File: src/rtl/elevator_ctrl_n.sv
// N-floor collective elevator controller: latches car/hall calls, dispatches
// in the current direction, times floor travel and door dwell.
module elevator_ctrl_n #(
    parameter int FLOORS      = 4,
    parameter int FLOOR_W     = 2,
    parameter int MOVE_CYCLES = 8,
    parameter int DOOR_CYCLES = 6,
    parameter int CNT_W       = 8
) (
    input  logic               clk,
    input  logic               reset,
    input  logic [FLOORS-1:0]  hall_up_pb,
    input  logic [FLOORS-1:0]  hall_dn_pb,
    input  logic [FLOORS-1:0]  car_pb,
    input  logic               door_hold,
    output logic [FLOOR_W-1:0] cur_floor,
    output logic               door_open,
    output logic               moving,
    output logic               dir_up,
    output logic [FLOORS-1:0]  hall_up_lamp,
    output logic [FLOORS-1:0]  hall_dn_lamp,
    output logic [FLOORS-1:0]  car_lamp
);

    typedef enum logic [1:0] {S_IDLE, S_MOVE_UP, S_MOVE_DN, S_DOOR_OPEN} state_t;

    localparam logic [FLOORS-1:0] ONE       = {{(FLOORS-1){1'b0}}, 1'b1};
    localparam logic [FLOORS-1:0] UP_VALID  = ~(ONE << (FLOORS - 1));
    localparam logic [FLOORS-1:0] DN_VALID  = ~ONE;
    localparam logic [CNT_W-1:0]  MOVE_LOAD = CNT_W'(MOVE_CYCLES - 1);
    localparam logic [CNT_W-1:0]  DOOR_LOAD = CNT_W'(DOOR_CYCLES - 1);

    state_t             state_q, state_d;
    logic [FLOOR_W-1:0] floor_q, floor_d;
    logic [CNT_W-1:0]   cnt_q, cnt_d;
    logic               dir_q, dir_d;
    logic               srv_up_q, srv_up_d, srv_dn_q, srv_dn_d;
    logic               open_q, moving_q;
    logic [FLOORS-1:0]  car_q, car_d, up_q, up_d, dn_q, dn_d;

    logic [FLOORS-1:0]  up_pb, dn_pb, calls, f_bit, n_bit;
    logic [FLOORS-1:0]  clr_car, clr_up, clr_dn, sup_car, sup_up, sup_dn;
    logic [FLOOR_W-1:0] n_floor;
    logic               going_up, ahead, same_hit, reload, entering;

    function automatic logic any_above(input logic [FLOORS-1:0] c, input logic [FLOOR_W-1:0] f);
        logic hit;
        hit = 1'b0;
        for (int i = 0; i < FLOORS; i++) if (i > int'(f) && c[i]) hit = 1'b1;
        return hit;
    endfunction

    function automatic logic any_below(input logic [FLOORS-1:0] c, input logic [FLOOR_W-1:0] f);
        logic hit;
        hit = 1'b0;
        for (int i = 0; i < FLOORS; i++) if (i < int'(f) && c[i]) hit = 1'b1;
        return hit;
    endfunction

    assign up_pb    = hall_up_pb & UP_VALID;
    assign dn_pb    = hall_dn_pb & DN_VALID;
    assign calls    = car_q | up_q | dn_q;
    assign f_bit    = ONE << floor_q;
    assign going_up = (state_q == S_MOVE_UP);

    always_comb begin
        // NOTE: every comb output gets a default first so no path infers a latch.
        state_d  = state_q;
        floor_d  = floor_q;
        cnt_d    = cnt_q;
        dir_d    = dir_q;
        srv_up_d = srv_up_q;
        srv_dn_d = srv_dn_q;
        n_floor  = floor_q;
        n_bit    = f_bit;
        ahead    = 1'b0;
        same_hit = 1'b0;
        reload   = 1'b0;
        sup_car  = '0;
        sup_up   = '0;
        sup_dn   = '0;

        case (state_q)
            S_IDLE: begin
                if ((calls & f_bit) != '0) begin
                    state_d = S_DOOR_OPEN;
                    cnt_d   = DOOR_LOAD;
                    if (dir_q && any_above(calls, floor_q)) begin
                        srv_up_d = 1'b1;
                        srv_dn_d = 1'b0;
                    end else if (!dir_q && any_below(calls, floor_q)) begin
                        srv_up_d = 1'b0;
                        srv_dn_d = 1'b1;
                    end else begin
                        srv_up_d = 1'b1;
                        srv_dn_d = 1'b1;
                    end
                end else if (any_above(calls, floor_q) && (dir_q || !any_below(calls, floor_q))) begin
                    state_d = S_MOVE_UP;
                    dir_d   = 1'b1;
                    cnt_d   = MOVE_LOAD;
                end else if (any_below(calls, floor_q)) begin
                    state_d = S_MOVE_DN;
                    dir_d   = 1'b0;
                    cnt_d   = MOVE_LOAD;
                end
            end
            S_MOVE_UP, S_MOVE_DN: begin
                if (cnt_q != '0) begin
                    cnt_d = cnt_q - CNT_W'(1);
                end else begin
                    n_floor  = going_up ? floor_q + FLOOR_W'(1) : floor_q - FLOOR_W'(1);
                    n_bit    = ONE << n_floor;
                    floor_d  = n_floor;
                    ahead    = going_up ? any_above(calls, n_floor) : any_below(calls, n_floor);
                    same_hit = going_up ? ((up_q & n_bit) != '0) : ((dn_q & n_bit) != '0);
                    if (((car_q & n_bit) != '0) || same_hit || !ahead) begin
                        state_d  = S_DOOR_OPEN;
                        cnt_d    = DOOR_LOAD;
                        srv_up_d = going_up || !ahead;
                        srv_dn_d = !going_up || !ahead;
                        // Turning around at the end of the run also answers the opposite hall call.
                        if (!ahead) dir_d = !going_up;
                    end else begin
                        cnt_d = MOVE_LOAD;
                    end
                end
            end
            S_DOOR_OPEN: begin
                sup_car = f_bit;
                sup_up  = srv_up_q ? f_bit : '0;
                sup_dn  = srv_dn_q ? f_bit : '0;
                reload  = door_hold || ((car_pb & sup_car) != '0) ||
                          ((up_pb & sup_up) != '0) || ((dn_pb & sup_dn) != '0);
                if (reload)             cnt_d   = DOOR_LOAD;
                else if (cnt_q == '0)   state_d = S_IDLE;
                else                    cnt_d   = cnt_q - CNT_W'(1);
            end
            default: state_d = S_IDLE;
        endcase

        entering = (state_q != S_DOOR_OPEN) && (state_d == S_DOOR_OPEN);
        clr_car  = entering ? n_bit : '0;
        clr_up   = (entering && srv_up_d) ? n_bit : '0;
        clr_dn   = (entering && srv_dn_d) ? n_bit : '0;

        car_d = (car_q | car_pb) & ~clr_car & ~sup_car;
        up_d  = (up_q  | up_pb)  & ~clr_up  & ~sup_up;
        dn_d  = (dn_q  | dn_pb)  & ~clr_dn  & ~sup_dn;
    end

    // NOTE: sequential state uses non-blocking assignments only, so every flop samples pre-edge values.
    always_ff @(posedge clk or negedge reset) begin
        if (!reset) begin
            state_q  <= S_IDLE;
            floor_q  <= '0;
            cnt_q    <= '0;
            dir_q    <= 1'b1;
            srv_up_q <= 1'b0;
            srv_dn_q <= 1'b0;
            open_q   <= 1'b0;
            moving_q <= 1'b0;
            car_q    <= '0;
            up_q     <= '0;
            dn_q     <= '0;
        end else begin
            state_q  <= state_d;
            floor_q  <= floor_d;
            cnt_q    <= cnt_d;
            dir_q    <= dir_d;
            srv_up_q <= srv_up_d;
            srv_dn_q <= srv_dn_d;
            open_q   <= (state_d == S_DOOR_OPEN);
            moving_q <= (state_d == S_MOVE_UP) || (state_d == S_MOVE_DN);
            car_q    <= car_d;
            up_q     <= up_d;
            dn_q     <= dn_d;
        end
    end

    assign cur_floor    = floor_q;
    assign door_open    = open_q;
    assign moving       = moving_q;
    assign dir_up       = dir_q;
    assign hall_up_lamp = up_q;
    assign hall_dn_lamp = dn_q;
    assign car_lamp     = car_q;

endmodule
File: config.mk
export PLATFORM = sky130hd
export DESIGN_NAME = elevator_ctrl_n
export DESIGN_NICKNAME = d
export VERILOG_FILES = /design/src/rtl/elevator_ctrl_n.sv
export SDC_FILE = /design/constraint.sdc
export NUM_CORES = 1
export LEC_CHECK = 0
export CAP_MARGIN = 20
export CORE_MARGIN = 5
export CORE_UTILIZATION = 49
export CTS_CLUSTER_DIAMETER = 80
export DETAILED_ROUTE_END_ITERATION = 10
export GPL_TIMING_DRIVEN = 0
export PLACE_DENSITY = 0.76
export RECOVER_POWER = 25
export SYNTH_ARGS = -nofsm -noshare
export SYNTH_HDL_FRONTEND = slang
export SYNTH_SLANG_ARGS = --single-unit
File: constraint.sdc
create_clock -name clk -period 2.8 [get_ports clk]
set_clock_uncertainty 0.2 [all_clocks]
set_input_delay 0.28 -clock clk [delete_from_list [all_inputs] [get_ports clk]]
set_output_delay 0.28 -clock clk [all_outputs]
set_load 0.01 [all_outputs]
Word-level counts from Yosys, hierarchy flattened:

Cells that the tools add are included.

* add/subtract/negate cells: 3
* $lt $le $gt $ge: 12
* equality and inequality tests: 14
* shifts and indexed selects: 2
* multiplexer cells: 75
* bitwise operators: 25
* reductions and logical operators: 46

Operators by type and width (number)
* 4-bit bitwise AND: 12
* 8-bit two-way mux: 6
* 1-bit two-way mux: 45
* 4-bit two-way mux: 10
* 4-bit nonzero test: 7
* 4-bit NOT: 6
* 8-bit case mux with 3 select lines: 1
* 1-bit logical AND: 18
* 2-bit two-way mux: 9
* 4-bit bitwise OR: 4
* 2-bit inequality test (second input constant): 5
* 1-bit logical OR: 9
* 2-bit equality test (second input constant): 4
* 2-bit > comparator (first input constant): 4
* 8-bit logical NOT: 1
* 1-bit by 2-bit less-than comparator with 1-bit output (first input constant): 4
* 8-bit nonzero test: 1
* 1-bit by 2-bit << shifter with 4-bit output (first input constant): 2
* 8-bit by 1-bit subtractor with 8-bit output (second input constant): 1
* 3-bit inequality test (second input constant): 2
* 1-bit case mux with 2 select lines: 3
* 2-bit case mux with 3 select lines: 1
* 6-bit AND reduction: 1
* 3-bit by 4-bit bitwise AND with 4-bit output: 1
* other kinds (13): 20

* register bits: 29
* bits of input ports: 15
* logic and storage cells: 188

Longest topological paths before layout:

Gate-level depths: netlist of run 1.

* depth in word-level cells: 25
* gate-level depth with buffers: 14

Worst setup path after synthesis of run 1:

Ideal clock, no wire load.

* kind: flip-flop to flip-flop
* start: reg floor_q[0], in the netlist cur_floor[0]
* end: reg car_q[2], in the netlist car_lamp[2]
* arrival time: 2.872 ns
* slack: -0.366 ns
* cell stages (with the launch flop): 14
* path buffers: 1
* clock period less this slack: 3.166 ns
* cells stage by stage: dfrtp_1 -> inv_1 -> ha_1 -> clkbuf_1 -> xor2_1 -> mux4_2 -> nor2b_4 -> o21ai_1 -> a211oi_1 -> nor3_1 -> ha_1 -> nand2b_1 -> a21oi_1 -> a211oi_1

* word-level cells in the longest chain between the ends: 21
* elaborated cells on any way between the ends: 96
* those cells by class: add/sub: 2; order compare: 12; eq/ne: 1; shift: 2; mux: 39; bitwise: 11; reduce/logical: 29

RTL lines
* from (decl): line 34 `logic [FLOOR_W-1:0] floor_q, floor_d;`
* from (signal assigned): line 168 `floor_q <= floor_d;`
* 2-bit by 1-bit subtractor with 2-bit output or 2-bit by 1-bit adder with 2-bit output (tied branches): line 112 `n_floor = going_up ? floor_q + FLOOR_W'(1) : floor_q - FLOOR_W'(1);`
* 2-bit two-way mux: line 112
* 1-bit by 2-bit less-than comparator with 1-bit output or 1-bit by 2-bit > comparator with 1-bit output (tied branches): line 56, 49
* 1-bit logical AND (on tied branches): line 56, 49
* 1-bit two-way mux (on tied branches) (3 in series): line 56, 49
* 1-bit two-way mux: line 109 `if (cnt_q != '0) begin`
* 1-bit two-way mux: line 83 `case (state_q)`
* 1-bit two-way mux: line 115 `ahead = going_up ? any_above(calls, n_floor) : any_below(calls, n_floor);`
* (+4 left out)
* 2-bit case mux with 3 select lines (*): line 83
* named net state_d[0]: line 33 `state_t state_q, state_d;`
* 2-bit equality test (*): line 142 `entering = (state_q != S_DOOR_OPEN) && (state_d == S_DOOR_OPEN);`
* 1-bit logical AND (*): line 142
* 4-bit two-way mux (*): line 143 `clr_car = entering ? n_bit : '0;`
* 4-bit NOT (*): line 147 `car_d = (car_q | car_pb) & ~clr_car & ~sup_car;`
* 4-bit bitwise AND (*) (2 in series): line 147
* named net car_d[2]: line 39 `logic [FLOORS-1:0] car_q, car_d, up_q, up_d, dn_q, dn_d;`
* to (signal assigned): line 175 `car_q <= car_d;`
* to (decl): line 39

Mark *: on every way through the listed nets, which the timed path passes. The rest lies on a longest branch. The select of a mux whose other input is x is not followed.
A chain may end at the register's enable or synchronous reset.

Worst setup path after layout of run 1:

* start: reg cnt_q[0]
* end: reg car_q[0], in the netlist car_lamp[0]

* word-level cells in the longest chain between the ends: 10
* elaborated cells on any way between the ends: 14
* those cells by class: eq/ne: 1; mux: 7; bitwise: 3; reduce/logical: 3

RTL lines
* from (decl): line 35 `logic [CNT_W-1:0] cnt_q, cnt_d;`
* from (signal assigned): line 169 `cnt_q <= cnt_d;`
* 8-bit logical NOT: line 136 `else if (cnt_q == '0) state_d = S_IDLE;`
* 2-bit two-way mux: line 136
* 2-bit two-way mux: line 135 `if (reload) cnt_d = DOOR_LOAD;`
* 2-bit case mux with 3 select lines (*): line 83
* named net state_d[1]: line 33
* 2-bit equality test (*): line 142
* 1-bit logical AND (*): line 142
* 4-bit two-way mux (*): line 143
* 4-bit NOT (*): line 147
* 4-bit bitwise AND (*) (2 in series): line 147
* named net car_d[0]: line 39

Mark *: on every way through the listed nets, which the timed path passes. The rest lies on a longest branch.

==> flow_metrics.py, run 1 <==
metrics = {
    "clocking": {
        "insertion_delay_ns": 0.29,
        "cts_max_level": 2,
        "cts_tree": "yes",
        "root_buffer": "clkbuf_8",
        "path_clk_slew_ns": 0.07,
        "cts_sinks": 29,
        "clockBufferDepth": 2,
        "cts_made_buffers": 5,
    },
    "synth": {
        "ys_seq_elements": 29,
        "synthCells": 238,
        "synth.distinct_cells": 56,
        "syn_area_per_cell_um2": 8.97,
        "synth_nets": 263,
        "synth.yosys.seq_area_share_pct": 34.0,
        "synth_edf_count": 0,
        "synthArstFlopShare_pct": 100,
        "synthesis.area_um2": 2140,
        "ys.flop_type": "dfrtp_1",
        "ys.warnings.count": 0,
    },
    "job": {
        "drv_cap": 0,
    },
    "route": {
        "drt_iter0_drc": 283,
        "routed_wl_um": 6530,
        "drc": 0,
        "wl_per_cell_um": 19.2,
        "firstDrtPassIters": 5,
        "via_per_inst": 6.40,
        "routed-via-count": 2177,
        "final_antenna_net_count": 0,
    },
    "floorplanning": {
        "die_x_um": 76.0,
        "ios": 32,
        "die_h_um": 76.0,
        "start_util_pct": 49.7,
        "rows": 24,
        "core_area_um2": 4290,
        "dieArea_um2": 5780,
    },
    "setup_path": {
        "reg2regPathDepth": 12,
        "cp_data_arrival_time_ns": 2.99,
        "required_ns": 2.74,
        "regToRegEndpoint": "car_lamp[0]$_DFF_PN0_",
        "worstSetupEndpointType": "flop",
        "slowest_delay_ns": 0.43,
        "rr_startpoint": "cnt_q[0]$_DFFE_PN0P_",
        "crit_chain": "inv_2 -> ha_4 -> or3b_4 -> or3_4 -> nor2_8 -> o22a_2 -> o21ai_2 -> a221oi_2 -> ha_2 -> nand2b_4 -> a21oi_4 -> a211oi_2",
        "cp_num_buf_inv": 1,
        "crit_type": "reg -> reg",
        "crit_slowest_cell": "or3_4",
        "worstPathMaxFanout": 4,
        "start_kind": "flop",
        "cp_top_family": "simple AND/OR/NAND/NOR gates",
        "reg2reg_slack_ns": -0.24,
    },
    "placement": {
        "dp_hpwl_um": 4570,
        "portBuffers": 29,
        "gp_congestion": 0.869,
    },
    "sta": {
        "hold_violations": 0,
        "setup_viol": 12,
        "max_freq_mhz": 329,
        "report.final.slew_viol_count": 0,
        "rsz0062_at_grt": "yes",
        "maxSlewHeadroom_pct": 30.3,
        "worst_slew_pin_slew_ns": 1.05,
        "fin_crit_ns": 3.04,
        "fin_ws_ns": -0.243,
        "fin_crit_sh_pct": 109,
    },
    "final_layout": {
        "area_delta_synth_final_pct": 36.1,
        "final_util_pct": 67.7,
        "final_nets": 313,
        "layout_commonest_cell": "clkdlybuf4s50_1",
        "n_antenna_cell": 0,
        "layout_common_cells": "clkdlybuf4s50_1, dfrtp_1, buf_4, nand2_1, nor2_1",
        "layout-drive-gt1-share_pct": 28.8,
    },
    "global_routing": {
        "grt_overflow": 0,
        "grt_pass1_wl_um": 10600,
        "grt_pass1_vias": 2092,
        "grt_usage_pct": 22.5,
        "antenna_found_initial": 0,
        "grt_max_degree": 20,
    },
    "outcome": {
        "violations": "negative setup slack",
        "status": "complete, but fails checks",
    },
    "power_and_ir_drop": {
        "p_total_w": 0.00403,
        "leakage_nw": 1.13,
        "p_per_area_nw_per_um2": 1390,
        "ir_worst_vdd_mv": 0.520,
    },
    "worst_hold_path": {
        "hold_path.class": "in -> async",
    },
}
==> power breakdown <==
group	total, W	leakage (nW)	internal [W]	switching (W)
Clock	0.000356	0.0443	0.000195	0.000161
Combinational	0.00286	0.757	0.00128	0.00158
Sequential	0.000815	0.329	0.000598	0.000217
Total	0.00403	1.13	0.00207	0.00196
==> synth_stat cells (all sizes together), types with 4 or more instances <==
master,n,area (um2)
a211o,4,35.0
a211oi,9,67.6
a21o,5,38.8
a21oi,20,100
a22o,6,52.6
a22oi,4,40.0
buf,7,42.5
clkbuf,6,22.5
dfrtp,28,701
ha,10,125
inv,9,33.8
mux2i,4,40.0
nand2,18,70.1
nand2b,6,37.5
nand3,9,45.0
nand4,5,31.3
nor2,16,76.3
nor3,10,55.1
o21ai,14,73.8
o22ai,5,31.3
o31ai,8,70.1
==> sequential cells by signal, summed over array words and instances, names as in the netlist, 2 cells and up <==
register      count
car_lamp          4
state_q           2
cur_floor         2
hall_dn_lamp      4
cnt_q             8
hall_up_lamp      4
==> worst max path at each step <==
stage | from | to | slack, ns | cells after the start
final | cnt_q[0]$_DFFE_PN0P_ | car_lamp[0]$_DFF_PN0_ | -0.24 | 12
after global routing | cnt_q[1]$_DFFE_PN0P_ | car_lamp[0]$_DFF_PN0_ | -0.36 | 12
after CTS | cnt_q[1]$_DFFE_PN0P_ | hall_up_lamp[0]$_DFF_PN0_ | -0.38 | 14
after detailed placement | cnt_q[0]$_DFFE_PN0P_ | hall_dn_lamp[0]$_DFF_PN0_ | -0.56 | 14
after global placement | cnt_q[0]$_DFFE_PN0P_ | car_lamp[0]$_DFF_PN0_ | -0.47 | 14
after floorplan | cnt_q[0]$_DFFE_PN0P_ | hall_dn_lamp[1]$_DFF_PN0_ | -0.20 | 14
==> cell type report <==
cell class	instances	area [um2]
Multi-Input combinational cell	187	1510
Fill cell	341	1390
Sequential cell	29	729
Timing Repair Buffer	47	422
Clock buffer	7	86.3
Tap cell	52	65.1
Buffer	9	55.1
Inverter	9	36.3
==> routing by layer <==
layer | global-route usage (%) | up-vias | wire (um)
met5 | 0 | - | 0
li1 | - | 1001 | -
met3 | 4.14 | 16 | 463
met2 | 35.6 | 108 | 3190
met1 | 30.6 | 1052 | 2750
met4 | 8.36 | 0 | 131
==> cell families after synthesis <==
logic type	synth area share (%)
AOI/OAI and AO/OA	30.2
and+or+nand+nor	20.1
DFF	34.0
buffers and inverters	4.63
adders and majority gates	5.86
muxes	3.98
xor gates and xnor gates	1.23
==> stage by stage <==
step | std cells | hold WS [ns] | setup slack, ns | setup TNS, ns | instance area (um2)
after floorplan | 238 | -0.216 | -0.202 | -2.38 | 2170
after global placement | 319 | 0.298 | -0.472 | -6.11 | 2530
after detailed placement | 320 | 0.286 | -0.564 | -7.51 | 2550
after CTS | 339 | 0.200 | -0.379 | -4.25 | 2840
after global routing | 340 | 0.234 | -0.363 | -4.01 | 2910
final | 340 | 0.198 | -0.243 | -2.64 | 2910
==> what timing repair did <==
item | in CTS | in global routing
hold buffers | 0 | 0
cloned | 0 | 0
setup buffers | 12 | 5
setup endpoints to repair | 22 | 20
gates resized for setup | 24 | 23
pin swaps | 14 | 13
Power figures use the tool's default switching activity.
==> run 2: changes to the inputs <==
- CORE_UTILIZATION: 49 -> 54
- PLACE_DENSITY: 0.76 -> 0.8
- clock period: 2.8 -> 3.3 ns (I/O delays scaled with it)
==> run 2 against run 1 <==
  * The flow now finishes without violations
  * Critical path depth is 1 higher
  * First-iteration DRC count is 7.1% lower
  * Final area is 3.5% lower
  * Total power is 18% lower
  * Worst hold slack better by 0.029 ns
  * Routed wire length is 5.7% lower
  * Clock power is 11% higher
  * Critical endpoint is now hall_up_lamp[2]$_DFF_PN0_
  * Highest routed layer unchanged
==> flow_metrics.py, run 2 (synthesis results as in run 1) <==
metrics = {
    "global_routing": {
        "grt_pass1_wl_um": 10100,
        "grt_use_met1_pct": 34.5,
        "antenna_found_initial": 0,
        "grtUsageMet3_pct": 5.37,
        "top_usage_layer": "met2",
        "met2_usage_pct": 36.3,
        "grt_overflow": 0,
        "grt_usage_pct": 24.1,
        "grt_pass1_vias": 2035,
        "grt_max_degree": 21,
    },
    "sta": {
        "rsz0062_at_grt": "no",
        "hold_violations": 0,
        "max_freq_mhz": 310,
        "maxSlewHeadroom_pct": 30.7,
        "tns_ns": 0,
        "worst_slew_pin_slew_ns": 1.04,
        "report.final.slew_viol_count": 0,
        "fin_crit_sh_pct": 97.8,
        "holdWs_ns": 0.227,
        "setup_viol": 0,
        "fin_crit_ns": 3.23,
    },
    "clocking": {
        "insertion_delay_ns": 0.28,
        "cts_sinks": 29,
        "ctsHoldBuffers": 0,
        "cts_max_level": 2,
        "root_buffer": "clkbuf_8",
        "clockBufferDepth": 2,
        "path_clk_slew_ns": 0.07,
        "cts_made_buffers": 5,
        "cts_tree": "yes",
    },
    "route": {
        "routed-via-count": 2177,
        "wl_per_cell_um": 18.6,
        "final_antenna_net_count": 0,
        "drt_iter0_drc": 263,
        "routed_wl_um": 6160,
        "drc": 0,
        "firstDrtPassIters": 6,
        "via_per_inst": 6.58,
    },
    "power_and_ir_drop": {
        "p_seq_share_pct": 20.7,
        "ir_worst_vdd_mv": 0.782,
        "internal-power_w": 0.00172,
        "p_per_area_nw_per_um2": 1180,
        "p_total_w": 0.00332,
        "p_clk_share_pct": 11.9,
        "leakage_nw": 1.10,
        "power_frac_comb_pct": 67.4,
        "swShare_pct": 48.1,
        "p_sw_w": 0.00160,
    },
    "floorplanning": {
        "die_h_um": 72.9,
        "die_x_um": 72.9,
        "start_util_pct": 57.1,
        "ios": 32,
        "dieArea_um2": 5310,
        "core_area_um2": 3740,
        "rows": 22,
    },
    "setup_path": {
        "crit_type": "reg -> reg",
        "reg2reg_slack_ns": 0.07,
        "rr_startpoint": "cnt_q[0]$_DFFE_PN0P_",
        "worstSetupEndpointType": "flop",
        "required_ns": 3.27,
        "cp_data_arrival_time_ns": 3.19,
        "regToRegEndpoint": "hall_up_lamp[2]$_DFF_PN0_",
        "worstPathMaxFanout": 5,
        "start_kind": "flop",
        "reg2regPathDepth": 13,
    },
    "final_layout": {
        "layout_common_cells": "clkdlybuf4s50_1, dfrtp_1, nand2_1, nor2_1, a21oi_1",
        "layout-drive-gt1-share_pct": 23.0,
        "final_nets": 307,
        "n_antenna_cell": 0,
        "regMostFlops": "cnt_q",
        "fill_cells": 283,
        "fin_cells": 331,
        "seq_area_um2": 729,
        "multi_input_area_um2": 1440,
        "layout_commonest_cell": "clkdlybuf4s50_1",
        "area_delta_synth_final_pct": 31.3,
        "largest_reg_flops": 8,
    },
    "placement": {
        "dp_hpwl_um": 4470,
        "portBuffers": 29,
        "gp_congestion": 0.865,
        "place_inst": 316,
    },
    "worst_hold_path": {
        "hold_path.class": "in -> async",
    },
    "job": {
        "drv_cap": 0,
    },
    "outcome": {
        "status": "completed",
    },
}
## run 2: critical path, cell delays in order, from the launching register on
cell and delay (ns):
dfrtp_1 0.39, inv_2 0.06, ha_2 0.16, or3b_4 0.37
buf_6 0.14, or3_4 0.40, nor2_8 0.14, o22a_2 0.16
o21ai_2 0.05, a221oi_2 0.35, ha_2 0.27, nand2b_4 0.11
a21oi_4 0.22, a21oi_2 0.08
## run 2: layer usage
metal / vias up / part of all wire (%)
met5: - / 0
met4: 0 / 1.7
met3: 14 / 8.3
met2: 120 / 45
met1: 1052 / 45
li1: 991 / -
## run 2: how the worst max path moves through the flow
| stage | startpoint | endpoint | slack, ns | cells after the start |
|---|---|---|---|---|
| 6_report | cnt_q[0]$_DFFE_PN0P_ | hall_up_lamp[2]$_DFF_PN0_ | 0.07 | 13 |
| 5_1_grt | cnt_q[0]$_DFFE_PN0P_ | car_lamp[2]$_DFF_PN0_ | 0.003 | 13 |
| 4_1_cts | cur_floor[0]$_DFFE_PN0P_ | car_lamp[3]$_DFF_PN0_ | 0.006 | 12 |
| 3_5_place_dp | cur_floor[0]$_DFFE_PN0P_ | car_lamp[3]$_DFF_PN0_ | -0.38 | 13 |
| 3_3_place_gp | cur_floor[0]$_DFFE_PN0P_ | hall_dn_lamp[2]$_DFF_PN0_ | -0.30 | 13 |
| 2_1_floorplan | cur_floor[0]$_DFFE_PN0P_ | car_lamp[2]$_DFF_PN0_ | 0.13 | 13 |
## run 2: stage by stage
stage | worst slack (ns) | utilization [%] | cell area, um2
floorplan | 0.134 | - | 2140
finish | 0.0722 | 74.9 | 2810
detailed placement | -0.380 | 67.1 | 2510
CTS | 0.00563 | 73.0 | 2730
global route | 0.00310 | 74.9 | 2810
global placement | -0.301 | 66.4 | 2490
## run 2: power groups by stage
stage	sequential (W)	combinational, W	clock [W]
after floorplan	0.000666	0.00138	0
after global placement	0.000677	0.00185	0
after detailed placement	0.000685	0.00189	0
after CTS	0.000676	0.00205	0.000397
after global routing	0.000706	0.00242	0.000412
final	0.000688	0.00223	0.000394
## run 2: layout make-up
class                   instances  share of cell area (%)
inverters                       9                    1.20
clock buffers                   6                    2.94
well taps                      48                    2.14
repair buffers                 39                    12.9
flip-flops and latches         29                    26.0
plain buffers                  11                    2.10
multi-input cells             187                    51.4
clock inverters                 2                    1.34
## run 2: timing repair
item,4_1_cts,5_1_grt
endpoints found under the setup margin,12,12
gates resized for setup,16,18
buffers inserted,3,6
pin swaps,2,4
==> run 3: changes to the inputs <==
- CORE_UTILIZATION: 54 -> 63
- DONT_BUFFER_PORTS: not set -> 1
- PLACE_DENSITY: 0.8 -> 0.79
==> run 3 against run 2 <==
  * The run now ends with max-capacitance violations, max-slew violations left
  * Setup slack lost 0.016 ns
  * Total power fell by 6.0%
  * Non-clock buffer count fell by 15
  * Critical path type unchanged
==> flow_metrics.py, run 3 (synthesis results as in run 1) <==
metrics = {
    "outcome": {
        "status": "complete, but fails checks",
        "violations": "max-capacitance violations, max-slew violations",
    },
    "setup_path": {
        "crit_type": "reg -> reg",
        "start_kind": "flop",
        "slowest_delay_ns": 0.49,
        "crit_slowest_cell": "dfrtp_2",
        "cp_top_family": "compound AO/OA/AOI/OAI gates",
        "cp_num_buf_inv": 1,
        "required_ns": 3.31,
        "worstSetupEndpointType": "flop",
        "rr_startpoint": "cur_floor[0]$_DFFE_PN0P_",
        "crit_chain": "clkinvlp_4 -> ha_4 -> or3_1 -> o32ai_1 -> or2_2 -> o21ai_4 -> o21ai_2 -> a221oi_2 -> ha_2 -> nand2b_4 -> a21oi_4 -> a21oi_1",
        "worstPathMaxFanout": 7,
        "regToRegEndpoint": "hall_up_lamp[3]$_DFF_PN0_",
        "reg2regPathDepth": 12,
        "reg2reg_slack_ns": 0.06,
        "cp_data_arrival_time_ns": 3.26,
    },
    "final_layout": {
        "fill_cells": 234,
        "layout_commonest_cell": "dfrtp_1",
        "final_nets": 292,
        "multi_input_area_um2": 1450,
        "layout_common_cells": "dfrtp_1, nand2_1, a21oi_1, nor2_1, buf_4",
        "layout-drive-gt1-share_pct": 23.9,
        "largest_reg_flops": 8,
        "regMostFlops": "cnt_q",
        "n_antenna_cell": 0,
        "seq_area_um2": 729,
        "area_delta_synth_final_pct": 21.7,
    },
    "route": {
        "drt_iter0_drc": 146,
        "drc": 0,
        "firstDrtPassIters": 6,
        "wl_per_cell_um": 20.2,
        "final_antenna_net_count": 0,
        "via_per_inst": 6.68,
        "routed-via-count": 2096,
        "routed_wl_um": 6340,
    },
    "clocking": {
        "cts_max_level": 2,
        "path_clk_slew_ns": 0.09,
        "clockBufferDepth": 2,
        "cts_made_buffers": 5,
        "root_buffer": "clkbuf_4",
        "cts_sinks": 29,
        "cts_tree": "yes",
        "insertion_delay_ns": 0.34,
    },
    "placement": {
        "dp_slack_ns": -0.396,
        "dp_hpwl_um": 4270,
        "portBuffers": 0,
        "gp_congestion": 0.894,
    },
    "global_routing": {
        "grt_overflow": 0,
        "grt_pass1_vias": 2027,
        "grt_pass1_wl_um": 10100,
        "grt_max_degree": 30,
        "antenna_found_initial": 0,
        "grt_usage_pct": 29.7,
    },
    "power_and_ir_drop": {
        "p_seq_share_pct": 23.5,
        "p_per_area_nw_per_um2": 1200,
        "swShare_pct": 51.0,
        "p_clk_share_pct": 8.2,
        "internal-power_w": 0.00153,
        "ir_worst_vdd_mv": 0.833,
        "leakage_nw": 1.02,
        "power_frac_comb_pct": 68.3,
        "p_sw_w": 0.00159,
    },
    "floorplanning": {
        "ios": 32,
        "die_x_um": 68.2,
        "dieArea_um2": 4650,
        "rows": 21,
        "core_area_um2": 3310,
        "die_h_um": 68.2,
        "start_util_pct": 64.5,
    },
    "sta": {
        "fin_crit_sh_pct": 98.3,
        "tns_ns": 0,
        "fin_crit_ns": 3.24,
        "report.final.slew_viol_count": 30,
        "max_freq_mhz": 308,
        "worst_slew_pin_slew_ns": 1.56,
        "maxSlewHeadroom_pct": -3.74,
        "fin_ws_ns": 0.0566,
        "hold_violations": 0,
        "setup_viol": 0,
    },
    "job": {
        "drv_cap": 1,
    },
    "worst_hold_path": {
        "holdPathStages": 1,
        "min_from": "cnt_q[6]$_DFFE_PN0P_",
        "holdPathEnd": "cnt_q[6]$_DFFE_PN0P_",
        "hold_path.class": "reg -> reg",
    },
}
run 3: cell count changes in the layout (fill, tap and decap cells not counted), moves of 2 or more:
cell	change
clkdlybuf4s50_1	-28
dlygate4sd3_1	+10
clkbuf_4	+4
clkbuf_8	-4
buf_4	+3
inv_2	-3
a21oi_1	+2
a21oi_2	-2
inv_1	+2
run 3: worst max-delay path by stage:
stage                                   from                        end  cells after the start
floorplan           cur_floor[0]$_DFFE_PN0P_      car_lamp[2]$_DFF_PN0_                     13
global placement    cur_floor[0]$_DFFE_PN0P_      car_lamp[3]$_DFF_PN0_                     13
detailed placement  cur_floor[0]$_DFFE_PN0P_      car_lamp[2]$_DFF_PN0_                     13
CTS                     cnt_q[0]$_DFFE_PN0P_  hall_up_lamp[3]$_DFF_PN0_                     14
global route        cur_floor[0]$_DFFE_PN0P_  hall_up_lamp[3]$_DFF_PN0_                     12
finish              cur_floor[0]$_DFFE_PN0P_  hall_up_lamp[3]$_DFF_PN0_                     12
run 3: cell type report:
cell class,count,area share (%)
clock inverter,1,0.192
timing repair buffer,24,7.84
sequential,29,28.1
buffer,11,2.17
tap,46,2.21
inverter,9,1.44
clock buffer,7,2.50
multi-input combinational,187,55.6
run 3: power groups by stage:
stage,sequential [W],clock [W],combinational [W]
finish,0.000733,0.000257,0.00213
global route,0.000750,0.000275,0.00230
CTS,0.000717,0.000259,0.00191
detailed placement,0.000727,0,0.00170
global placement,0.000722,0,0.00166
floorplan,0.000666,0,0.00138
run 3: through the flow:
step / area, um2 / util (%) / total power [W] / std cells / hold slack, ns
after detailed placement: 2190 / 66.3 / 0.00242 / 284 / -0.165
after floorplan: 2140 / - / 0.00204 / 238 / -0.166
after global routing: 2600 / 78.5 / 0.00332 / 314 / 0.348
final: 2600 / 78.5 / 0.00312 / 314 / 0.322
after global placement: 2190 / 66.3 / 0.00238 / 284 / -0.165
after CTS: 2510 / 75.8 / 0.00288 / 307 / 0.241
run 3: repair_timing:
item,CTS,global route
setup endpoints to repair,13,12
hold buffers,12,0
setup buffers,4,8
endpoints found under the hold margin,39,0
pin swaps,3,5
gates resized for setup,18,10
run 3: metal layers:
metal  track usage (%)  vias to the layer above  part of all wire, %
met5                 0                        -                    0
met4              16.6                        0                  2.8
met3              6.24                       20                  7.1
met2              47.7                      101                   51
met1              37.0                     1020                   39
li1                  -                      955                    -
